`config.mk`:
```
export PLATFORM = sky130hd
export DESIGN_NAME = char_move
export DESIGN_NICKNAME = d
export VERILOG_FILES = /design/src/rtl/game_pkg.sv /design/src/rtl/crash_latch.sv /design/src/rtl/char_move.sv
export SDC_FILE = /design/constraint.sdc
export NUM_CORES = 1
export LEC_CHECK = 0
export CORE_AREA = 2 2 56 58
export CTS_CLUSTER_DIAMETER = 80
export DETAILED_ROUTE_END_ITERATION = 6
export DIE_AREA = 0 0 58 60
export HOLD_SLACK_MARGIN = 0.15
export PLACE_DENSITY = 0.79
export SYNTH_ARGS = -nofsm -noshare
export SYNTH_HDL_FRONTEND = slang
export SYNTH_SLANG_ARGS = --single-unit
```
`constraint.sdc`:
```
create_clock -name clk -period 3.8 [get_ports clk]
set_clock_uncertainty 0.05 [all_clocks]
set_input_delay 0.76 -clock clk [delete_from_list [all_inputs] [get_ports clk]]
set_output_delay 0.76 -clock clk [all_outputs]
set_load 0.02 [all_outputs]
```
`src/rtl/game_pkg.sv`:
```
// rtl/game_pkg.sv - shared screen geometry, fixed-point scale and character state encoding
package game_pkg;

    localparam int FIXED_POINT_MULTIPLIER = 64;
    localparam int FP_SHIFT               = 6;
    localparam int X_FRAME_MAX            = 639;
    localparam int Y_FRAME_MAX            = 479;

    typedef enum logic [1:0] {
        STAND      = 2'd0,
        WALK_LEFT  = 2'd1,
        WALK_RIGHT = 2'd2,
        FROZEN     = 2'd3
    } char_state_t;

endpackage

```
`src/rtl/crash_latch.sv`:
```
// rtl/crash_latch.sv - sticky left/right crash flags, cleared at each frame boundary
module crash_latch (
    input  logic clk,
    input  logic reset,
    input  logic clear,
    input  logic start_of_frame,
    input  logic set_left,
    input  logic set_right,
    output logic crash_left,
    output logic crash_right
);

    logic [1:0] flags_d;
    logic [1:0] flags_q;

    // A set coincident with the boundary lands in the freshly cleared flags
    always_comb begin
        flags_d = flags_q;
        if (clear) begin
            flags_d = 2'b00;
        end else if (start_of_frame) begin
            flags_d = {set_left, set_right};
        end else begin
            flags_d = flags_q | {set_left, set_right};
        end
    end

    always_ff @(posedge clk) begin
        if (reset) begin
            flags_q <= 2'b00;
        end else begin
            flags_q <= flags_d;
        end
    end

    assign crash_left  = flags_q[1];
    assign crash_right = flags_q[0];

endmodule

```
`src/rtl/char_move.sv`:
```
// rtl/char_move.sv - per-frame horizontal motion of the player character with border blocking
module char_move
    import game_pkg::*;
#(
    parameter int INIT_X     = 288,
    parameter int INIT_Y     = 416,
    parameter int X_SPEED    = 128,
    parameter int CHAR_WIDTH = 32
) (
    input  logic        clk,
    input  logic        reset,
    input  logic        startOfFrame,
    input  logic        leftPress,
    input  logic        rightPress,
    input  logic        charCrashLeft,
    input  logic        charCrashRight,
    input  logic        freeze,
    input  logic        restart,
    output logic [10:0] topLeftX,
    output logic [10:0] topLeftY,
    output logic        facingLeft,
    output logic        moving
);

    localparam int X_MAX = X_FRAME_MAX + 1 - CHAR_WIDTH;
    localparam logic signed [17:0] INIT_FP = 18'(INIT_X * FIXED_POINT_MULTIPLIER);
    localparam logic signed [18:0] STEP    = 19'(X_SPEED);
    localparam logic signed [18:0] XMAX_FP = 19'(X_MAX * FIXED_POINT_MULTIPLIER);

    char_state_t       state_d, state_q;
    logic signed [17:0] pos_x_d, pos_x_q;
    logic               facing_d, facing_q;
    logic               crash_l, crash_r;
    logic signed [18:0] pos_ext;
    logic signed [18:0] pos_sum;
    logic signed [17:0] pos_shift;

    crash_latch u_crash_latch (
        .clk            (clk),
        .reset          (reset),
        .clear          (restart),
        .start_of_frame (startOfFrame),
        .set_left       (charCrashLeft),
        .set_right      (charCrashRight),
        .crash_left     (crash_l),
        .crash_right    (crash_r)
    );

    always_comb begin
        state_d  = state_q;
        pos_x_d  = pos_x_q;
        facing_d = facing_q;
        pos_ext  = {pos_x_q[17], pos_x_q};
        pos_sum  = pos_ext;

        if (restart) begin
            state_d  = STAND;
            pos_x_d  = INIT_FP;
            facing_d = 1'b0;
        end else if (startOfFrame) begin
            if (freeze || state_q == FROZEN) begin
                state_d = FROZEN;
            end else if (leftPress && !rightPress) begin
                state_d = WALK_LEFT;
            end else if (rightPress && !leftPress) begin
                state_d = WALK_RIGHT;
            end else begin
                state_d = STAND;
            end

            // The step uses the state just decided and the flags from the frame just drawn
            if (state_d == WALK_LEFT) begin
                facing_d = 1'b1;
                if (!crash_l) begin
                    pos_sum = pos_ext - STEP;
                end
            end else if (state_d == WALK_RIGHT) begin
                facing_d = 1'b0;
                if (!crash_r) begin
                    pos_sum = pos_ext + STEP;
                end
            end

            if (pos_sum < 19'sd0) begin
                pos_x_d = 18'sd0;
            end else if (pos_sum > XMAX_FP) begin
                pos_x_d = XMAX_FP[17:0];
            end else begin
                pos_x_d = pos_sum[17:0];
            end
        end
    end

    always_ff @(posedge clk) begin
        if (reset) begin
            state_q  <= STAND;
            pos_x_q  <= INIT_FP;
            facing_q <= 1'b0;
        end else begin
            state_q  <= state_d;
            pos_x_q  <= pos_x_d;
            facing_q <= facing_d;
        end
    end

    assign pos_shift  = pos_x_q >>> FP_SHIFT;
    assign topLeftX   = pos_shift[10:0];
    assign topLeftY   = 11'(INIT_Y);
    assign facingLeft = facing_q;
    assign moving     = (state_q == WALK_LEFT) || (state_q == WALK_RIGHT);

endmodule

```
# After elaboration in Yosys (flattened, before gate mapping)

Cells that the tools add are included.

$add $sub $neg: 2
$lt $le $gt $ge: 2
Mux-type cells: 16
Eq/ne operators: 5
Reductions and logical operators: 9
Bitwise operators: 1

Operator list:

| cell                  | number |
|---|---|
| $mux 19               | 6 |
| $mux 18               | 2 |
| $add 18x9->19 const B | 1 |
| $gt 19x17->1 const B  | 1 |
| $lt 19x1->1 const B   | 1 |
| $sub 18x9->19 const B | 1 |
| $mux 2                | 6 |
| $eq 2x2->1 const B    | 3 |
| $eq 2x1->1 const B    | 2 |
| $logic_and 1x1->1     | 2 |
| $logic_not 1->1       | 2 |
| $logic_or 1x1->1      | 2 |
| $mux 1                | 2 |
| $or 2x2->2            | 1 |
| $reduce_and 2->1      | 1 |
| $reduce_bool 2->1     | 1 |
| $reduce_or 2->1       | 1 |

Bits in registers: 23
Input port bits: 9

# Longest topological paths before layout

Gate-level depths: netlist of run 1.

Depth after elaboration: 15
Gate-level depth with buffers: 13

# By module

Synthesis of run 1 repeated with hierarchy kept, for this count alone.

Cells, all modules: 180
Area total of the unflattened synthesis: 1476.4 um^2

By module, submodules not included:

| module      | area an instance (um^2) | sequential area each (um^2) | cells each | instances |
|---|---|---|---|---|
| char_move   | 1400.1                  | 280.3                       | 171        | 1 |
| crash_latch | 76.3                    | 40.0                        | 9          | 1 |

# Least setup slack after synthesis of run 1

Ideal clock, no wire load.

Kind: in2reg
Start point: in freeze
End point: reg pos_x_q[10]
Arrival time: 2.908 ns
Setup time: 0.084 ns
Required time: 3.666 ns
Setup slack: 0.757 ns
Stages: 11
Path through: nor2_1 a21boi_0 inv_1 ha_1 buf_4 nor3_1 a41oi_1 xnor2_1 a311o_1 a21o_1 o31ai_2

Longest elaborated chain between the ends: 12
Elaborated cells between the ends (all ways): 14
Classes of those cells: order compare: 2; eq/ne: 2; mux: 9; reduce/logical: 1

Ends and longest elaborated chain:

| item                   | RTL line         | text |
|---|---|---|
| start: declaration     | char_move.sv:17  | `input logic freeze,` |
| $logic_or 1x1->1 *     | char_move.sv:61  | `if (freeze \|\| state_q == FROZEN) begin` |
| $mux 2 *               | char_move.sv:61  |  |
| $mux 2 *               | char_move.sv:60  | `end else if (startOfFrame) begin` |
| $mux 2 *               | char_move.sv:56  | `if (restart) begin` |
| $eq 2x2->1             | char_move.sv:77  | `end else if (state_d == WALK_RIGHT) begin` |
| $mux 19                | char_move.sv:77  |  |
| $mux 19 *              | char_move.sv:72  | `if (state_d == WALK_LEFT) begin` |
| $mux 19 *              | char_move.sv:60  |  |
| $mux 19 *              | char_move.sv:56  |  |
| $gt 19x17->1           | char_move.sv:86  | `end else if (pos_sum > XMAX_FP) begin` |
| $mux 18                | char_move.sv:86  |  |
| $mux 18 *              | char_move.sv:84  | `if (pos_sum < 19'sd0) begin` |
| end signal: assignment | char_move.sv:101 | `pos_x_q <= pos_x_d;` |
| end: declaration       | char_move.sv:31  | `logic signed [17:0] pos_x_d, pos_x_q;` |

Every way passes the cells marked *; elsewhere a longest branch is shown, timed or not. The select of a mux whose other input is x is not followed.
A chain may end at the register's enable or synchronous reset.

# Worst setup path in the final report of run 1

Start point: in freeze
End point: reg pos_x_q[9]

Same word-level chain as after synthesis.

==> reports/results.tsv, run 1 <==
stage	metric	value	unit
status	status	complete, no violations	
synthesis	Post-Syn Instances	169	
worst_hold_path	hold path endpoint	facingLeft	
worst_hold_path	hold_sp	facingLeft	
route	DRC Markers	0	
floorplanning	die area	3480	µm²
place	PortBufs	20	
clock_tree	TritonCTS clock tree	built	
synthesis	sequential-to-total area share from yosys stat	0.230	
global_routing	largest net degree at the start of global routing	14	
floorplanning	number of cell rows	20	
job	max_cap viols	0	
timing	final hold slack	0.455	ns
clock_tree	Post-CTS Hold Fix Bufs	0	
setup_path	Setup crit start kind	input port	
synthesis	Cell Area, Synth	1400	µm²
place	GPL Wtd Cong	0.865	
synthesis	Unique masters post-synth	61	
cells_and_area	final cell count without fillers	208	
synthesis	Most used DFF post-synth	dfxtp_1	
setup_path	CP Capture Type	register	
floorplanning	I/O Pins	33	
setup_path	Worst Path Arrival	3.65	ns
cells_and_area	final core occ	0.517	
route	DRT antenna net count	0	
global_routing	vias in the first global route	1139	
clock_tree	clock sink count	16	
route	via/cell ratio	5.74	
synthesis	post-synth top area cell	dfxtp_1	
setup_path	CP required	4.01	ns
clock_tree	Clk pin slew, worst setup/hold paths	0.11	ns
place	DP HPWL	2.34	mm
floorplanning	Die H	60	µm
worst_hold_path	worst hold path class	register to register	
route	met3 routed WL	181	µm
global_routing	antenna violations before repair	0	
floorplanning	Initial Util	0.481	
clock_tree	cts repair resizes	0	
synthesis	post-synthesis async set-or-reset flop share	0	
worst_hold_path	worst hold stages	2	
global_routing	first-pass GRT wire length	5.05	mm
route	Routed met2 length	1.59	mm
setup_path	FF-to-FF Start	state_q[0]	
route	DRT Pass-1 Iters	4	
route	Vias	1193	
global_routing	total grt overflow	0	
route	M1 WL	1.26	mm
route	Routed WL per cell	14.7	µm
synthesis	Syn. warnings	0	
setup_path	RR Endpoint	pos_x_q[9]	
setup_path	R2R Setup Slk	0.68	ns
timing	fmax	0.291	GHz
cells_and_area	n_diodes	0	
clock_tree	Skew-Pair Late Insertion Delay	0.31	ns
setup_path	worst-path maximum fanout	13	
synthesis	number of synthesized flops with an enable pin	0	
clock_tree	CTS Root Cell	clkbuf_4	
setup_path	Critical Path Start	freeze	
route	Detailed Route WL	3.07	mm
floorplanning	Die W	58	µm
setup_path	R2R cell count	12	
timing	TNS Setup	0	ns
timing	Final Slew Violations	0	
timing	fin crit period	3.44	ns
global_routing	gr usage total	0.188	
place	placed cells	204	
pwr	total power	392	µW
synthesis	count leader, synth	buf_4	
synthesis	largest cells by area after synthesis	dfxtp_1 (23%), buf_4 (13%), ha_1 (4.5%)	
pwr	worst ir drop on vdd	0.193	mV
timing	Fin. Hold Viols	0	
pwr	Leakage	0.000569	µW
timing	RSZ-0062 raised after global routing	false	
clock_tree	H-tree levels	1	
synthesis	Yosys reg bits	16	
route	uppermost layer routed	met4	
synthesis	top cells by count, synth	buf_4 (24), dfxtp_1 (16), nor2_1 (13), nand2_1 (11), inv_1 (9)	
cells_and_area	Filler cells	280	
synthesis	Yosys top cell area share	0.230	
setup_path	WS Path Type	input port to register	
cells_and_area	proportion of layout cells with a drive suffix above 1	0.109	
route	Iter 0 DRT Violations	36	
floorplanning	core footprint	2900	µm²
synthesis	syn_area_per_cell	8.25	µm²
pwr	pwr dens	261	nW/µm²
timing	crit share post-route	0.905	
clock_tree	Num CTS Buffers	3	
timing	endpoints failing setup	0	
cells_and_area	nets	190	
clock_tree	Longest Clk Path Bufs	2	
clock_tree	number of post-CTS setup repair buffers	0	
cells_and_area	Area Overhead vs Synth	7.62	%
metal layers:
| layer | up-vias | GRT usage |
|---|---|---|
| met5 | - | 0 |
| met4 | 0 | 0.0731 |
| met3 | 3 | 0.0303 |
| met2 | 48 | 0.339 |
| met1 | 562 | 0.221 |
| li1 | 580 | - |
logic make-up (layout without fill, tap and decap cells):
group	Yosys count	after routing	share of synthesized area
other	2	12	0.00538
XOR/XNOR	10	10	0.0628
buffers and inverters	39	35	0.182
flip-flops	16	16	0.230
multiplexers	1	1	0.00718
adder cells (fa/ha/maj)	5	5	0.0448
AO/OA/AOI/OAI	41	41	0.234
AND/OR/NAND/NOR	55	55	0.234
power breakdown:
part,switching [µW],total [µW],internal (µW)
clock network,62.9,121,58.5
registers,7.41,179,172
logic,52.8,91.0,38.2
total,123,392,269
worst max-delay path, stage by stage:
cell	delay (ns)
clkdlybuf4s50_1	0.39
nor2_1	0.11
a21boi_0	0.24
inv_1	0.07
ha_1	0.35
nor3b_2	0.30
nand2_1	0.14
a21boi_1	0.25
o2111ai_1	0.17
a311o_1	0.41
a221oi_1	0.33
a21o_1	0.12
area by class of cell:
type / count / area (µm²) / area share
clock buffers: 4 / 36.3 / 0.0242
inverters: 10 / 37.5 / 0.0250
multi-input cells: 124 / 858 / 0.572
flip-flops and latches: 16 / 320 / 0.213
well taps: 33 / 41.3 / 0.0275
repair buffers: 21 / 208 / 0.138
registers in the layout, summed over array words and instances (netlist names):
register,flops
pos_x_q,11
state_q,2
u_crash_latch.flags_q,2
facingLeft,1
through the flow:
stage	instance area, µm²	setup slack (ns)
after floorplan	1430	0.757
after detailed placement	1470	0.0976
after CTS	1500	0.416
after global routing	1500	0.177
after global placement	1470	0.212
final	1500	0.359
how the worst max path moves through the flow:
stage | to | depth (start not counted)
global route | pos_x_q[9] | 12
detailed placement | pos_x_q[9] | 12
CTS | pos_x_q[9] | 12
finish | pos_x_q[9] | 12
floorplan | pos_x_q[10] | 11
global placement | pos_x_q[10] | 12
cell usage in the layout (no fill, tap or decap), types with 2 or more instances in the layout:
cell type | netlist | routed
clkdlybuf4s50_1 | 0 | 20
dfxtp_1 | 16 | 16
nor2_1 | 13 | 13
conb_1 | 2 | 12
nand2_1 | 11 | 11
inv_1 | 9 | 9
a21oi_1 | 6 | 6
xnor2_1 | 6 | 6
nor3_1 | 5 | 5
a21o_1 | 5 | 5
ha_1 | 5 | 5
o21ai_0 | 4 | 4
xor2_1 | 4 | 4
o211ai_1 | 3 | 3
clkbuf_4 | 0 | 3
or2_2 | 2 | 2
nand4_1 | 2 | 2
a32oi_1 | 2 | 2
nor4_1 | 2 | 2
nand3_1 | 2 | 2
o21ai_1 | 2 | 2
a211oi_1 | 2 | 2
(Power assumes the default switching activity.)
==> run 2: changes to the inputs <==
- CORE_AREA: 2 2 56 58 -> 2 2 58 60
- DIE_AREA: 0 0 58 60 -> 0 0 60 62
- MAX_ROUTING_LAYER: default -> met4
- PLACE_DENSITY: 0.79 -> 0.78
- SYNTH_HIERARCHICAL: default -> 1
==> run 2 against run 1 <==
Compared with the run above:
- routed wire length down 5.5%
- global-route usage down 1.0 points
- clock-buffer cell count unchanged
- hold slack worse by 0.0043 ns
- clock power about the same
- maximum frequency up 3.7%
- critical endpoint unchanged
==> reports/results.tsv, run 2 <==
stage	metric	value	unit	change
cells_and_area	Top Registers	pos_x_q: 11 flops, state_q: 2 flops, u_crash_latch/flags_q: 2 flops		was pos_x_q: 11 flops, state_q: 2 flops, u_crash_latch.flags_q: 2 flops
place	PortBufs	20		unchanged
clock_tree	Post-CTS Hold Fix Bufs	0		unchanged
route	DRT antenna net count	0		unchanged
timing	crit share post-route	0.873		was 0.905
synthesis	syn_area_per_cell	8.20	µm²	was 8.25 µm²
global_routing	antenna violations before repair	0		unchanged
clock_tree	H-tree levels	1		unchanged
clock_tree	Clk pin slew, worst setup/hold paths	0.10	ns	was 0.11 ns
cells_and_area	max reg flops	11		unchanged
cells_and_area	nets	200		was 190
synthesis	largest cells by area after synthesis	dfxtp_1 (22%), buf_4 (11%), ha_1 (4.2%)		was dfxtp_1 (23%), buf_4 (13%), ha_1 (4.5%)
synthesis	sequential-to-total area share from yosys stat	0.217		was 0.230
pwr	total power	385	µW	was 392 µW
cells_and_area	Multi-input gate area	927	µm²	was 858 µm²
synthesis	Syn. warnings	6		was 0
cells_and_area	n_diodes	0		unchanged
synthesis	Yosys reg bits	16		unchanged
pwr	pwr dens	242	nW/µm²	was 261 nW/µm²
floorplanning	Initial Util	0.464		was 0.481
timing	endpoints failing setup	0		unchanged
status	status	complete, no violations		unchanged
setup_path	WS Path Type	input port to register		unchanged
pwr	Leakage	0.000610	µW	was 0.000569 µW
cells_and_area	Sequential Area	320	µm²	unchanged
timing	final hold slack	0.451	ns	was 0.455 ns
route	via/cell ratio	5.30		was 5.74
cells_and_area	Area Overhead vs Synth	7.97	%	was 7.62%
floorplanning	core footprint	3180	µm²	was 2900 µm²
worst_hold_path	worst hold path class	register to register		unchanged
clock_tree	CTS Root Cell	clkbuf_4		unchanged
timing	Fin. Hold Viols	0		unchanged
clock_tree	clock sink count	16		unchanged
route	DRC Markers	0		unchanged
clock_tree	Num CTS Buffers	3		unchanged
timing	Final Slew Violations	0		unchanged
setup_path	Worst Path Arrival	3.52	ns	was 3.65 ns
floorplanning	Die W	60	µm	was 58 µm
synthesis	Yosys top cell area share	0.217		was 0.230
synthesis	Post-Syn Instances	180		was 169
synthesis	post-synthesis async set-or-reset flop share	0		unchanged
clock_tree	Longest Clk Path Bufs	2		unchanged
global_routing	vias in the first global route	1076		was 1139
floorplanning	die area	3720	µm²	was 3480 µm²
floorplanning	I/O Pins	33		unchanged
synthesis	Most used DFF post-synth	dfxtp_1		unchanged
place	GPL Wtd Cong	0.915		was 0.865
route	Detailed Route WL	2.90	mm	was 3.07 mm
floorplanning	Die H	62	µm	was 60 µm
clock_tree	TritonCTS clock tree	built		unchanged
setup_path	CP required	4.00	ns	was 4.01 ns
timing	fin crit period	3.32	ns	was 3.44 ns
route	DRT Pass-1 Iters	4		unchanged
synthesis	number of synthesized flops with an enable pin	0		unchanged
global_routing	total grt overflow	0		unchanged
route	Vias	1224		was 1193
route	Routed WL per cell	12.5	µm	was 14.7 µm
timing	TNS Setup	0	ns	unchanged
cells_and_area	Largest Register	pos_x_q		unchanged
synthesis	Unique masters post-synth	60		was 61
clock_tree	cts repair resizes	0		unchanged
synthesis	post-synth top area cell	dfxtp_1		unchanged
global_routing	largest net degree at the start of global routing	20		was 14
synthesis	Cell Area, Synth	1480	µm²	was 1400 µm²
place	DP HPWL	2.26	mm	was 2.34 mm
global_routing	first-pass GRT wire length	4.89	mm	was 5.05 mm
timing	fmax	0.301	GHz	was 0.291 GHz
cells_and_area	Filler cells	321		was 280
timing	RSZ-0062 raised after global routing	false		unchanged
setup_path	CP Capture Type	register		unchanged
cells_and_area	final core occ	0.501		was 0.517
floorplanning	number of cell rows	21		was 20
clock_tree	number of post-CTS setup repair buffers	0		unchanged
job	max_cap viols	0		unchanged
setup_path	Setup crit start kind	input port		unchanged
cells_and_area	proportion of layout cells with a drive suffix above 1	0.135		was 0.109
cells_and_area	most common cell after layout, fill and taps aside	clkdlybuf4s50_1		unchanged
timing	Max-slew headroom	0.600		
synthesis	count leader, synth	buf_4		unchanged
global_routing	gr usage total	0.178		was 0.188
clock_tree	Skew-Pair Late Insertion Delay	0.30	ns	was 0.31 ns
cells_and_area	most frequent cells in the layout	clkdlybuf4s50_1 (20), dfxtp_1 (16), nor2_1 (13), inv_1 (12), conb_1 (12)		was clkdlybuf4s50_1 (20), dfxtp_1 (16), nor2_1 (13), conb_1 (12), nand2_1 (11)
route	Iter 0 DRT Violations	76		was 36
synthesis	top cells by count, synth	buf_4 (22), dfxtp_1 (16), nor2_1 (13), inv_1 (12), nand2_1 (10)		was buf_4 (24), dfxtp_1 (16), nor2_1 (13), nand2_1 (11), inv_1 (9)
pwr	worst ir drop on vdd	0.112	mV	was 0.193 mV
timing	worst slew pin tran	0.598	ns	
setup_path	worst-path maximum fanout	11		was 13
-- run 2: cell types whose count changed after synthesis, moves of 3 or more --
cell / change
inv_1: +3
o221ai_1: +4
nand3_1: +3
o21ai_0: -3
nand2b_1: +4
o211ai_1: -3
and2_1: +3
a21o_1: -5
-- run 2: report_power, final --
part	internal [µW]	switching [µW]	total, µW	leakage, µW
logic	38.1	49.6	87.8	0.000459
clock network	58.5	60.4	119	0.0000210
registers	172	6.96	179	0.000130
-- run 2: worst max-delay path, stage by stage --
cell	delay, ns
clkdlybuf4s50_1	0.39
nor2_1	0.11
a21boi_0	0.25
inv_1	0.07
ha_1	0.31
or3b_4	0.47
nor4_2	0.22
o21ai_1	0.12
and2_4	0.18
a311oi_2	0.36
o221ai_1	0.19
nand2_1	0.08
-- run 2: logic make-up (layout without fill, tap and decap cells) --
group | Yosys count | in the layout | share of synthesized area
buf+inv | 42 | 37 | 0.181
simple gates | 73 | 73 | 0.317
compound gates | 31 | 31 | 0.164
fa+ha+maj | 5 | 5 | 0.0424
mux | 4 | 4 | 0.0280
flops | 16 | 16 | 0.217
xor+xnor | 7 | 7 | 0.0466
other cells | 2 | 12 | 0.00509
-- run 2: final cells by class --
type	instances	area share
inverter	12	0.0283
clock buffer	4	0.0228
timing repair buffer	21	0.130
tap	46	0.0361
multi-input combinational	132	0.582
sequential	16	0.201
-- run 2: metrics by stage --
stage | std cells | setup slack [ns] | cell area, µm²
floorplan | 190 | 0.799 | 1510
global placement | 227 | 0.207 | 1560
detailed placement | 227 | 0.176 | 1560
CTS | 231 | 0.481 | 1590
global route | 231 | 0.162 | 1590
finish | 231 | 0.483 | 1590
-- run 2: routing by layer --
metal  global-route usage  vias up  wire, µm
li1                     -      608         -
met1                0.223      570      1310
met2                0.287       39      1390
met3               0.0207        7       122
met4               0.0794        0        68
met5                    -        -         0
-- run 2: worst paths after layout --
kind	slack [ns]	cells after the start	startpoint	to
worst max-delay path	0.48	12	freeze	pos_x_q[9]
worst min-delay path	0.45	2	state_q[1]	state_q[1]
worst min register to register	0.45	2	state_q[1]	state_q[1]
worst max register to register	0.81	12	state_q[0]	pos_x_q[9]
